[config.mk]
export PLATFORM = sky130hd
export DESIGN_NAME = eq_pair_sequencer
export DESIGN_NICKNAME = d
export VERILOG_FILES = /design/src/rtl/eq_pair_sequencer_pkg.sv /design/src/rtl/eq_pair_sequencer_lfsr_gen.sv /design/src/rtl/eq_pair_sequencer.sv
export SDC_FILE = /design/constraint.sdc
export NUM_CORES = 1
export LEC_CHECK = 0
export CAP_MARGIN = 5
export CORE_UTILIZATION = 47
export CTS_CLUSTER_DIAMETER = 30
export CTS_CLUSTER_SIZE = 12
export DETAILED_ROUTE_END_ITERATION = 16
export PLACE_DENSITY = 0.84
export SYNTH_ARGS = -nofsm -noshare
export SYNTH_HDL_FRONTEND = slang
export SYNTH_SLANG_ARGS = --single-unit
[constraint.sdc]
create_clock -name clk -period 1.9 [get_ports clk]
set_clock_uncertainty 0.1 [all_clocks]
set_input_delay 0.19 -clock clk [delete_from_list [all_inputs] [get_ports clk]]
set_output_delay 0.19 -clock clk [all_outputs]
set_load 0.02 [all_outputs]
[src/rtl/eq_pair_sequencer_pkg.sv]
`default_nettype none
// ============================================================================
// Module  : eq_seq_pkg
// Purpose : Shared state encoding and default constants for the sequencer.
// Revision: 1.0
// ============================================================================
package eq_seq_pkg;

    typedef enum logic [1:0] {
        IDLE  = 2'd0,
        CHECK = 2'd1,
        DONE  = 2'd2
    } state_t;

    localparam int         DEF_W    = 4;
    localparam logic [3:0] DEF_SEED = 4'b0001;
    localparam logic [3:0] DEF_TAPS = 4'b1100;
    localparam logic [7:0] ERR_MAX  = 8'd255;

endpackage
`default_nettype wire

[src/rtl/eq_pair_sequencer_lfsr_gen.sv]
`default_nettype none
// ============================================================================
// Module  : lfsr_gen
// Purpose : Fibonacci-style LFSR; value_o is the value to use this cycle.
// Revision: 1.0
// ============================================================================
module lfsr_gen #(
    parameter int           W    = 4,
    parameter logic [W-1:0] SEED = W'(1),
    parameter logic [W-1:0] TAPS = W'(12)
) (
    input  logic         clk,
    input  logic         rst,
    input  logic         load_i,
    input  logic         step_i,
    output logic [W-1:0] value_o
);

    logic [W-1:0] lfsr_q;
    logic [W-1:0] lfsr_d;

    // A load presents SEED immediately so the caller can consume it and step in one edge.
    assign value_o = load_i ? SEED : lfsr_q;
    assign lfsr_d  = {value_o[W-2:0], ^(value_o & TAPS)};

    always_ff @(posedge clk) begin
        if (rst) begin
            lfsr_q <= SEED;
        end else if (load_i || step_i) begin
            lfsr_q <= lfsr_d;
        end
    end

endmodule
`default_nettype wire

[src/rtl/eq_pair_sequencer.sv]
`default_nettype none
// ============================================================================
// Module  : eq_pair_sequencer
// Purpose : Issues equal/one-bit-different operand pairs and checks `equal`.
// Revision: 1.0
// ============================================================================
module eq_pair_sequencer
    import eq_seq_pkg::*;
#(
    parameter int           W         = DEF_W,
    parameter int           NUM_PAIRS = 16,
    parameter logic [W-1:0] SEED      = W'(DEF_SEED),
    parameter logic [W-1:0] TAPS      = W'(DEF_TAPS),
    parameter int           SETTLE    = 0
) (
    input  logic         clk,
    input  logic         rst,
    input  logic         start,
    input  logic         equal,
    output logic [W-1:0] A,
    output logic [W-1:0] B,
    output logic         busy,
    output logic         done,
    output logic [7:0]   err_count,
    output logic [7:0]   pairs_done
);

    state_t       state_q, state_d;
    logic [W-1:0] a_q, a_d;
    logic [W-1:0] b_q, b_d;
    logic         exp_q, exp_d;
    logic         done_q, done_d;
    logic [7:0]   err_q, err_d;
    logic [7:0]   pairs_q, pairs_d;
    logic [2:0]   settle_q, settle_d;

    logic         w_go;
    logic         w_sample;
    logic         w_more;
    logic [W-1:0] w_lfsr;
    logic [7:0]   w_idx;
    logic [W-1:0] w_flip;
    logic [W-1:0] w_b_next;

    assign w_go     = start && (state_q != CHECK);
    assign w_sample = (state_q == CHECK) && (settle_q == 3'(SETTLE));
    assign w_more   = ({1'b0, pairs_q} + 9'd1) < 9'(NUM_PAIRS);

    // Index of the pair about to be loaded: 0 on start, otherwise the one after the pair in flight.
    assign w_idx    = (state_q == CHECK) ? pairs_q + 8'd1 : 8'd0;
    assign w_flip   = W'(1) << (32'(w_idx) % 32'(W));
    assign w_b_next = w_idx[0] ? (w_lfsr ^ w_flip) : w_lfsr;

    lfsr_gen #(
        .W    (W),
        .SEED (SEED),
        .TAPS (TAPS)
    ) u_lfsr (
        .clk     (clk),
        .rst     (rst),
        .load_i  (w_go),
        .step_i  (w_sample && w_more),
        .value_o (w_lfsr)
    );

    always_comb begin
        state_d  = state_q;
        a_d      = a_q;
        b_d      = b_q;
        exp_d    = exp_q;
        err_d    = err_q;
        pairs_d  = pairs_q;
        settle_d = settle_q;
        done_d   = 1'b0;
        case (state_q)
            IDLE, DONE: begin
                if (w_go) begin
                    a_d      = w_lfsr;
                    b_d      = w_b_next;
                    exp_d    = ~w_idx[0];
                    err_d    = 8'd0;
                    pairs_d  = 8'd0;
                    settle_d = 3'd0;
                    state_d  = CHECK;
                end
            end
            CHECK: begin
                if (w_sample) begin
                    if ((equal != exp_q) && (err_q != ERR_MAX)) begin
                        err_d = err_q + 8'd1;
                    end
                    pairs_d = pairs_q + 8'd1;
                    if (w_more) begin
                        a_d      = w_lfsr;
                        b_d      = w_b_next;
                        exp_d    = ~w_idx[0];
                        settle_d = 3'd0;
                    end else begin
                        state_d = DONE;
                        done_d  = 1'b1;
                    end
                end else begin
                    settle_d = settle_q + 3'd1;
                end
            end
            default: state_d = IDLE;
        endcase
    end

    always_ff @(posedge clk) begin
        if (rst) begin
            state_q  <= IDLE;
            a_q      <= '0;
            b_q      <= '0;
            exp_q    <= 1'b0;
            done_q   <= 1'b0;
            err_q    <= 8'd0;
            pairs_q  <= 8'd0;
            settle_q <= 3'd0;
        end else begin
            state_q  <= state_d;
            a_q      <= a_d;
            b_q      <= b_d;
            exp_q    <= exp_d;
            done_q   <= done_d;
            err_q    <= err_d;
            pairs_q  <= pairs_d;
            settle_q <= settle_d;
        end
    end

    assign A          = a_q;
    assign B          = b_q;
    assign busy       = (state_q == CHECK);
    assign done       = done_q;
    assign err_count  = err_q;
    assign pairs_done = pairs_q;

endmodule
`default_nettype wire

---- Yosys cells after proc, flatten, opt, wreduce, memory -nomap -nowiden ----
Cells that the tools add are included.
word-level totals
  word-level logic and storage cells ...... 76
  register bits after elaboration ......... 35
cells by class
  multiplexer cells ....................... 30
  magnitude comparators ................... 1
  add/subtract/negate cells ............... 4
  bitwise logic cells ..................... 4
  equality and inequality tests ........... 11
  shift operators ......................... 1
  reduce and logical (&&, ||, !) cells .... 16
operators by type and width
  cell                                                 number
  two-way mux 4 bit                                    8
  two-way mux 8 bit                                    4
  one-hot mux 8 bit (2 select lines)                   2
  adder 8 x 1 -> 8 bit (second input constant)         2
  one-hot mux 4 bit (2 select lines)                   2
  != test 2 x 1 -> 1 bit (second input constant)       5
  adder 8 x 1 -> 9 bit (second input constant)         1
  < comparator 9 x 5 -> 1 bit (second input constant)  1
  two-way mux 3 bit                                    3
  AND reduction 3 bit                                  3
  two-way mux 2 bit                                    4
  != test 8 bit (second input constant)                1
  AND reduction 4 bit                                  2
  one-hot mux 3 bit (2 select lines)                   1
  logical AND 1 bit                                    4
  two-way mux 1 bit                                    4
  one-hot mux 2 bit (2 select lines)                   1
  XOR reduction 4 bit                                  1
  << shifter 1 x 2 -> 4 bit (first input constant)     1
  XOR 4 bit                                            1
  adder 3 x 1 -> 3 bit (second input constant)         1
  logical NOT 3 bit                                    1
  != test 3 x 2 -> 1 bit (second input constant)       1
  inverter 1 bit                                       3
  10 further kinds                                     10

---- Logic depth before layout (Yosys ltp) ----
Gate-level depths: netlist of run 1.
  word-level depth ........................ 8
  depth in mapped cells ................... 8
  mapped depth without buffers ............ 6

---- By module ----
A second synthesis of run 1 with hierarchy kept.
second synthesis, totals
  cell total of the unflattened synthesis .. 209
  area total of the unflattened synthesis .. 1831.8 um^2
modules (own cells, without submodules)
  module             area each (um^2)  cells each  times used
  eq_pair_sequencer  1616.6            187         1
  lfsr_gen           215.2             22          1

---- Worst setup path after synthesis of run 1 ----
No wires, ideal clock.
  path kind ............................... register -> register
  start point ............................. reg pairs_q[0] (netlist: pairs_done[0])
  end point ............................... reg a_q[0] (netlist: A[0])
  arrival ................................. 1.856 ns
  clock period less this slack ............ 2.090 ns
  path slack .............................. -0.190 ns
  cell stages (with the launch flop) ...... 8
  data required time ...................... 1.666 ns
  cells stage by stage .................... dfxtp_1 > ha_1 > and3_1 > buf_2 > mux2_2 > buf_2 > nor4b_2 > a211oi_1
on the way
  word-level cells in the longest chain between the ends .. 4
RTL lines
  what                              RTL line                  source
  start, declared                   eq_pair_sequencer.sv:34   logic [7:0] pairs_q, pairs_d;
  start signal, assigned            eq_pair_sequencer.sv:127  pairs_q <= pairs_d;
  adder 8 x 1 -> 9 bit              eq_pair_sequencer.sv:47   assign w_more = ({1'b0, pairs_q} + 9'd1) < 9'(NUM_PAIRS);
  < comparator 9 x 5 -> 1 bit       eq_pair_sequencer.sv:47
  != test 2 x 1 -> 1 bit (no line)  -
  AND reduction 4 bit (no line)     -
  end signal, assigned              eq_pair_sequencer.sv:113  a_q <= '0;
  end signal, assigned              eq_pair_sequencer.sv:122  a_q <= a_d;
  end, declared                     eq_pair_sequencer.sv:29   logic [W-1:0] a_q, a_d;
No other way between the ends.
A chain may end at the register's enable or synchronous reset.

---- Worst setup path in the final report of run 1 ----
  start point ............................. reg pairs_q[1] (netlist: pairs_done[1])
  end point ............................... reg a_q[3] (netlist: A[3])
Same word-level chain as after synthesis.

==> flow_summary.ini, run 1 <==
[drt]
routed_via_density = 5.89
routed_wl_um = 4540
drtIter0Drc = 158
dr.pass1.iters = 4
vias = 1779
drcViolationCount = 0
wl_per_cell_um = 15.0
antenna_left = 0

[worst_setup_path]
reg2reg_to = A[3]$_SDFFE_PP0P_
critical-path-top-delay-family = flip-flops
r2r_slack_ns = 0.06
crit_path_cell_trace = ha_2 > and3_1 > buf_4 > mux2i_1 > buf_4 > nand2_2 > o31ai_2
cp_num_buf_inv = 2
crit_arrival_ns = 1.95
crit_top_cell = buf_4
end_kind = flop
crit_fanout = 6
required_ns = 2.01
rr_worst_depth = 7
crit_type = reg -> reg
max_stage_delay_ns = 0.37
cp-start-kind = flop
timing.rr.start = pairs_done[1]$_SDFFE_PP0P_
crit_slowest_cell = dfxtp_2

[place]
globalplace.congestion = 0.860
place.port_buffers = 29
placed_cell_area_mm2 = 0.00219
hpwl_um = 3260

[global_route]
grt_overflow = 0
grt_usage_pct = 23.5
grt_pass1_wl_um = 7280
grt_max_degree = 15
grt_pass1_vias = 1514
antenna_found_initial = 0

[cells_and_area]
final_net_count = 263
syn_to_final_growth_pct = 30.6
layout-drive-gt1-share_pct = 15.6
n_fill_cell = 274
layout_commonest_cell = dfxtp_1
n_antenna_cell = 0
final_cell_mix = dfxtp_1, clkdlybuf4s50_1, a21oi_1, nand2_1, buf_4
fin_area_mm2 = 0.00232

[die]
die_w_um = 63.5
coreArea_mm2 = 0.00347
dieHeight_um = 63.5
start_util_pct = 51.3
ios = 30
row_count = 21
die_area_mm2 = 0.00403

[hold_path]
min_to = err_count[6]$_SDFFE_PP0P_
hold_path_depth = 2
worstHoldPathType = reg -> reg
min_from = err_count[6]$_SDFFE_PP0P_

[power_and_ir_drop]
p_total_mw = 1.54
ir_drop_mv = 0.373
power_density_mw_per_mm2 = 661
p_leak_nw = 0.858

[cts]
root_buffer = clkbuf_8
htreeDepth = 2
cts_tree = yes
cts.clk_slew.worst_paths_ns = 0.07
cts_buffers = 5
clkLatencyLatePin_ns = 0.29
clockBufferDepth = 2
cts_hold_buf = 0
clock-sinks = 33

[job]
drv_cap = 0

[timing]
finalCriticalPeriod_ns = 1.84
setup_viol = 0
finalHoldViolations = 0
clock.fmax_mhz = 543
max_slew_margin_pct = 63.6
tightest_slew_ns = 0.541
drv_slew = 0
fin_crit_sh_pct = 97.0

[synth]
yosys_register_bits = 33
synth_edf_count = 0
synth_async_sr_flop_share_pct = 0
ys_types = 50
seq_area_frac_synth_pct = 37.2
yosysTopAreaCell = dfxtp_1
yosysTopAreaCellShare_pct = 37.2
ys.warnings.count = 0
syn_area_mm2 = 0.00178
syn-num-nets = 223
synthTopCellsByArea = dfxtp_1, a21oi_1, nand2_1
synthCells = 215
synth.avg_cell_area_um2 = 8.27
synth_top_flop_cell = dfxtp_1

[status]
status = finished, final reports clean
-- sequential cells by signal (all words and copies together) (netlist names) --
| name | flops |
|---|---|
| err_count | 8 |
| pairs_done | 8 |
| A | 4 |
| u_lfsr.lfsr_q | 4 |
| settle_q | 3 |
| B | 2 |
| state_q | 2 |
| done | 1 |
| exp_q | 1 |
-- layout make-up --
cell class                 instances  area (um^2)  area share (%)
multi-input combinational        158         1040            44.6
sequential                        33          666            28.7
timing repair buffer              47          424            18.3
clock buffer                       7         96.3            4.15
tap                               46         57.6            2.48
inverter                          10         37.5            1.62
clock inverter                     1         5.00           0.216
-- per-stage QoR --
step	util, %	std cells	setup TNS (ns)	setup slack, ns	hold slack [ns]
final	67.0	302	0	0.0567	0.398
after global routing	67.0	302	-0.0153	-0.0105	0.418
after global placement	63.1	293	0	0.0600	0.372
after CTS	66.0	301	0	0.00188	0.400
after floorplan	-	215	0	0.00198	0.262
after detailed placement	63.1	293	0	0.0222	0.383
-- layer usage --
metal,vias up,share of wire [%],track usage [%],wire length (um)
li1,866,-,-,-
met2,66,48,37.5,2200
met4,0,1.7,11.6,79
met5,-,0,0,0
met1,840,44,30.2,1990
met3,7,6.1,4.35,277
-- cell families (layout without fill, tap and decap cells) --
| logic type | count (synthesis) | count (layout) | synth area share [%] |
|---|---|---|---|
| AOI/OAI and AO/OA | 62 | 63 | 23.2 |
| xor gates and xnor gates | 5 | 5 | 2.46 |
| adders and majority gates | 4 | 4 | 2.82 |
| buffers and inverters | 25 | 65 | 6.47 |
| DFF | 33 | 33 | 37.2 |
| muxes | 6 | 6 | 3.45 |
| and+or+nand+nor | 80 | 80 | 24.4 |
-- where the power goes --
group | internal, mW | switching, mW | total [mW]
Combinational | 0.0920 | 0.128 | 0.220
Sequential | 0.712 | 0.0219 | 0.734
Clock | 0.327 | 0.255 | 0.582
-- cell usage after synthesis (3+ instances only) --
| cell type | instances |
|---|---|
| clkbuf_1 | 7 |
| o211ai_1 | 6 |
| nand3_1 | 10 |
| buf_2 | 5 |
| inv_1 | 10 |
| nand4_1 | 4 |
| nand2b_1 | 4 |
| xor2_1 | 3 |
| nor2_1 | 15 |
| nand2_1 | 19 |
| mux2i_1 | 5 |
| nor3_1 | 3 |
| a211oi_1 | 4 |
| o21ai_0 | 13 |
| and3_1 | 3 |
| a21oi_1 | 19 |
| dfxtp_1 | 33 |
| ha_1 | 4 |
| or3_1 | 6 |
-- worst reg2reg max path, stage by stage (launching register included) --
cell and delay [ns]:
dfxtp_2 0.37, ha_2 0.22, and3_1 0.23, buf_4 0.15
mux2i_1 0.18, buf_4 0.17, nand2_2 0.10, o31ai_2 0.24
-- worst max path at each step --
stage | startpoint | end | cells after the start
floorplan | pairs_done[1]$_SDFFE_PP0P_ | A[0]$_SDFFE_PP0P_ | 7
global placement | equal | err_count[4]$_SDFFE_PP0P_ | 5
detailed placement | err_count[0]$_SDFFE_PP0P_ | err_count[2]$_SDFFE_PP0P_ | 5
CTS | err_count[0]$_SDFFE_PP0P_ | err_count[2]$_SDFFE_PP0P_ | 5
global route | pairs_done[1]$_SDFFE_PP0P_ | A[3]$_SDFFE_PP0P_ | 7
finish | pairs_done[1]$_SDFFE_PP0P_ | A[3]$_SDFFE_PP0P_ | 7
-- what timing repair did --
action	4_1_cts	5_1_grt
resized for setup	2	7
buffers inserted	0	0
cloned	0	1
pin swaps	0	2
endpoints found under the setup margin	3	20
Power figures use the tool's default switching activity.
==> inputs of run 2 (changes only) <==
- CORE_ASPECT_RATIO: default -> 0.75
- CORE_UTILIZATION: 47 -> 56
- DONT_BUFFER_PORTS: default -> 1
- PLACE_DENSITY: 0.84 -> 0.83
- SLEW_MARGIN: default -> 30
==> flow_summary.ini, run 2 (synthesized netlist as in run 1, its figures left out) <==
[worst_setup_path]
rr_worst_depth = 6
required_ns = 2.04
crit_path_cell_trace = inv_1 > ha_2 > nand4bb_1 > a311o_2 > a2111o_1 > nand2_1
end_kind = flop
cp-start-kind = flop
max_stage_delay_ns = 0.43
crit_arrival_ns = 1.98
cp_num_buf_inv = 1
crit_slowest_cell = a2111o_1
crit_type = reg -> reg
timing.rr.start = settle_q[1]$_SDFFE_PP0P_
crit_fanout = 6
cp-startpoint = settle_q[1]$_SDFFE_PP0P_
critical-path-top-delay-family = compound AO/OA/AOI/OAI gates
reg2reg_to = err_count[2]$_SDFFE_PP0P_
r2r_slack_ns = 0.06

[timing]
setup_viol = 0
max_slew_margin_pct = 41.1
drv_slew = 0
tightest_slew_ns = 0.881
rsz0062_at_grt = false
finalSetupTns_ns = 0
clock.fmax_mhz = 543
finalHoldViolations = 0
finalCriticalPeriod_ns = 1.84
fin_crit_sh_pct = 96.9

[cells_and_area]
n_fill_cell = 240
final_core_util_pct = 69.2
final_net_count = 243
layout-drive-gt1-share_pct = 18.6
layout_commonest_cell = dfxtp_1
syn_to_final_growth_pct = 15.9
n_antenna_cell = 0
final_cell_mix = dfxtp_1, buf_4, nand2_1, a21oi_1, nor2_1

[global_route]
grt_pass1_vias = 1500
grt_max_degree = 25
grt_pass1_wl_um = 7250
grt_overflow = 0
grt_usage_pct = 29.2
antenna_found_initial = 0

[hold_path]
worstHoldPathType = in -> reg
min_from = start
min_to = state_q[1]$_SDFFE_PP0P_
hold_path_depth = 3

[die]
die_area_mm2 = 0.00341
start_util_pct = 59.7
ios = 30
row_count = 17
coreArea_mm2 = 0.00298
dieHeight_um = 50.8
die_w_um = 67.1

[drt]
antenna_left = 0
wl_per_cell_um = 16.2
drcViolationCount = 0
drtIter0Drc = 121
routed_wl_um = 4430
dr.pass1.iters = 4
routed_via_density = 6.23
vias = 1706

[cts]
clockBufferDepth = 2
htreeDepth = 2
cts.clk_slew.worst_paths_ns = 0.06
clkLatencyLatePin_ns = 0.29
cts_tree = yes
clock-sinks = 33
cts_buffers = 5
root_buffer = clkbuf_8

[status]
status = finished, final reports clean

[power_and_ir_drop]
power_density_mw_per_mm2 = 693
p_leak_nw = 0.786
ir_drop_mv = 0.495

[place]
globalplace.congestion = 0.857
hpwl_um = 3170
place.port_buffers = 0

[job]
drv_cap = 0
run 2: worst max path at each step:
stage,to,cells past startpoint
6_report,err_count[2]$_SDFFE_PP0P_,6
5_1_grt,err_count[7]$_SDFFE_PP0P_,6
4_1_cts,err_count[4]$_SDFFE_PP0P_,6
3_5_place_dp,err_count[4]$_SDFFE_PP0P_,6
3_3_place_gp,B[1]$_SDFFE_PP0P_,5
2_1_floorplan,A[0]$_SDFFE_PP0P_,7
run 2: what timing repair did:
item / 4_1_cts / 5_1_grt
buffers inserted: 0 / 0
gates resized for setup: 0 / 6
setup endpoints to repair: 0 / 17
hold buffers: 1 / 0
endpoints found under the hold margin: 24 / 0
run 2: area by class of cell:
class	count	area (um^2)	share of cell area [%]
Clock buffer	8	80.1	3.89
Inverter	10	37.5	1.82
Multi-Input combinational cell	158	1020	49.7
Sequential cell	33	666	32.3
Tap cell	38	47.5	2.31
Timing Repair Buffer	27	205	9.96
run 2: power breakdown:
group	internal, mW	switching, mW	leakage, nW	total [mW]
registers	0.712	0.0320	0.269	0.744
clock network	0.260	0.249	0.0395	0.509
logic	0.0643	0.111	0.477	0.176
run 2: through the flow:
step	hold WS (ns)	total power, mW	instance area, um^2	worst slack [ns]	cells
3_3_place_gp	0.156	0.913	1950	0.103	264
6_report	0.0170	1.43	2060	0.0586	274
2_1_floorplan	0.262	0.877	1780	0.00198	215
5_1_grt	0.0235	1.48	2060	0.00148	274
4_1_cts	0.00626	1.42	2040	0.0335	273
3_5_place_dp	0.164	0.916	1950	0.0495	264
run 2: worst register-to-register path, stage by stage, from the launching register on:
cell and delay [ns]:
dfxtp_1 0.33, inv_1 0.06, ha_2 0.19, nand4bb_1 0.18, a311o_2 0.42, a2111o_1 0.43
nand2_1 0.07
run 2: metal layers:
layer / track usage, % / wire, um / part of all wire (%)
met1: 43.4 / 2160 / 49
met2: 36.3 / 1750 / 39
met3: 9.09 / 420 / 9.5
met4: 14.9 / 108 / 2.4
met5: 0 / 0 / 0
==> inputs of run 3 (changes only) <==
- CELL_PAD_IN_SITES_DETAIL_PLACEMENT: default -> 0
- CELL_PAD_IN_SITES_GLOBAL_PLACEMENT: default -> 1
- CORE_UTILIZATION: 56 -> 41
- PLACE_DENSITY: 0.83 -> 0.82
==> flow_summary.ini, run 3 (synthesized netlist as in run 1, its figures left out) <==
[drt]
dr.pass1.iters = 4
routed_via_density = 5.69
drtIter0Drc = 161
vias = 1668
drcViolationCount = 0
antenna_left = 0
wl_per_cell_um = 15.1
routed_wl_um = 4410

[die]
start_util_pct = 43.3
die_area_mm2 = 0.00461
ios = 30
row_count = 20
dieHeight_um = 59.0
die_w_um = 78.0
coreArea_mm2 = 0.00410

[power_and_ir_drop]
p_total_mw = 1.60
pwr-share-comb_pct = 11.3
sw_frac_of_total_pct = 24.4
p_clk_share_pct = 42.3
switchingPower_uw = 391
power_density_mw_per_mm2 = 746
seqPwrFrac_pct = 46.4
p_int_mw = 1.21
p_leak_nw = 0.817
ir_drop_mv = 0.297

[worst_setup_path]
cp_num_buf_inv = 0
cp-start-kind = flop
crit_type = reg -> reg
crit_fanout = 12
crit_arrival_ns = 1.91
critical-path-top-delay-family = multiplexers
max_stage_delay_ns = 0.46
crit_path_cell_trace = ha_1 > and3_1 > mux2_2 > o311a_1 > nor3_1
end_kind = flop
crit_slowest_cell = mux2_2
required_ns = 2.00

[place]
globalplace.congestion = 0.823
hpwl_um = 3140
place.port_buffers = 0

[cells_and_area]
syn_to_final_growth_pct = 20.6
final_net_count = 245
layout-drive-gt1-share_pct = 20.6
final_cell_mix = dfxtp_1, buf_4, nand2_1, a21oi_1, nor2_1
n_fill_cell = 395
regArea_um2 = 666
n_antenna_cell = 0
multi_input_area_mm2 = 0.00104
layout_commonest_cell = dfxtp_1

[timing]
finalHoldViolations = 0
drv_slew = 0
clock.fmax_mhz = 552
rsz0062_at_grt = false
finalCriticalPeriod_ns = 1.81
max_slew_margin_pct = 42.7
setup_viol = 0
tightest_slew_ns = 0.857
fin_crit_sh_pct = 95.4
finalSetupTns_ns = 0

[status]
status = finished, final reports clean

[cts]
cts_buffers = 5
clock-sinks = 33
htreeDepth = 2
clockBufferDepth = 2
cts.clk_slew.worst_paths_ns = 0.07
root_buffer = clkbuf_8
cts_tree = yes
clkLatencyLatePin_ns = 0.29

[global_route]
grt_usage_pct = 20.9
grt_max_degree = 24
grt_pass1_vias = 1458
grt_pass1_wl_um = 7350
antenna_found_initial = 0
grt_overflow = 0

[job]
drv_cap = 0

[hold_path]
worstHoldPathType = in -> reg
[run 3: changes by cell type in the layout (fill, tap and decap cells not counted), sizes merged]
| cell | delta |
|---|---|
| bufinv | +1 |
| clkbuf | -1 |
| buf | +2 |
[run 3: layer usage]
layer,vias up,track usage (%),part of all wire [%]
met5,-,0,0
met3,6,5.69,7.8
met1,772,31.1,49
met2,56,28.4,42
met4,0,7.94,1.5
li1,834,-,-
[run 3: layout make-up]
type                    count  share of cell area [%]
multi-input cells         158                    48.3
clock buffers               7                    4.03
repair buffers             29                    10.3
inverters                  10                    1.75
well taps                  55                    3.21
flip-flops and latches     33                    31.0
clock inverters             1                    1.40
[run 3: power by group through the flow]
stage                     logic, mW  registers (mW)  clock network (mW)
final                         0.181           0.742               0.677
after global routing          0.202           0.745               0.724
after CTS                     0.172           0.742               0.689
after detailed placement      0.162           0.758                   0
after global placement        0.161           0.758                   0
after floorplan               0.119           0.758                   0
[run 3: worst paths after layout]
kind,startpoint,endpoint,slack [ns],cells after the start
worst max-delay path,pairs_done[0]$_SDFFE_PP0P_,state_q[0]$_SDFFE_PP0P_,0.09,5
worst min-delay path,rst,A[2]$_SDFFE_PP0P_,0.01,3
worst max register to register,pairs_done[0]$_SDFFE_PP0P_,state_q[0]$_SDFFE_PP0P_,0.09,5
worst min register to register,settle_q[1]$_SDFFE_PP0P_,settle_q[1]$_SDFFE_PP0P_,0.40,2
[run 3: repair_timing]
item | 4_1_cts | 5_1_grt
endpoints found under the hold margin | 23 | 0
hold buffers | 1 | 0
setup buffers | 0 | 1
setup endpoints to repair | 0 | 13
gates resized for setup | 0 | 8
[run 3: metrics by stage]
step                utilization (%)  area, um^2  hold slack (ns)  std cells  worst slack [ns]
finish                         52.3        2140           0.0124        293            0.0874
CTS                            51.2        2100          0.00886        291            0.0184
floorplan                         -        1780            0.262        215           0.00198
global placement               48.2        1980            0.158        282            0.0766
detailed placement             48.2        1980            0.159        282            0.0422
global route                   52.3        2140           0.0204        293          0.000821
[run 3: worst min-delay path: cells and delay by family]
family / cells / cell delay, ns
AOI/OAI and AO/OA: 2 / 0.09
and+or+nand+nor: 1 / 0.06
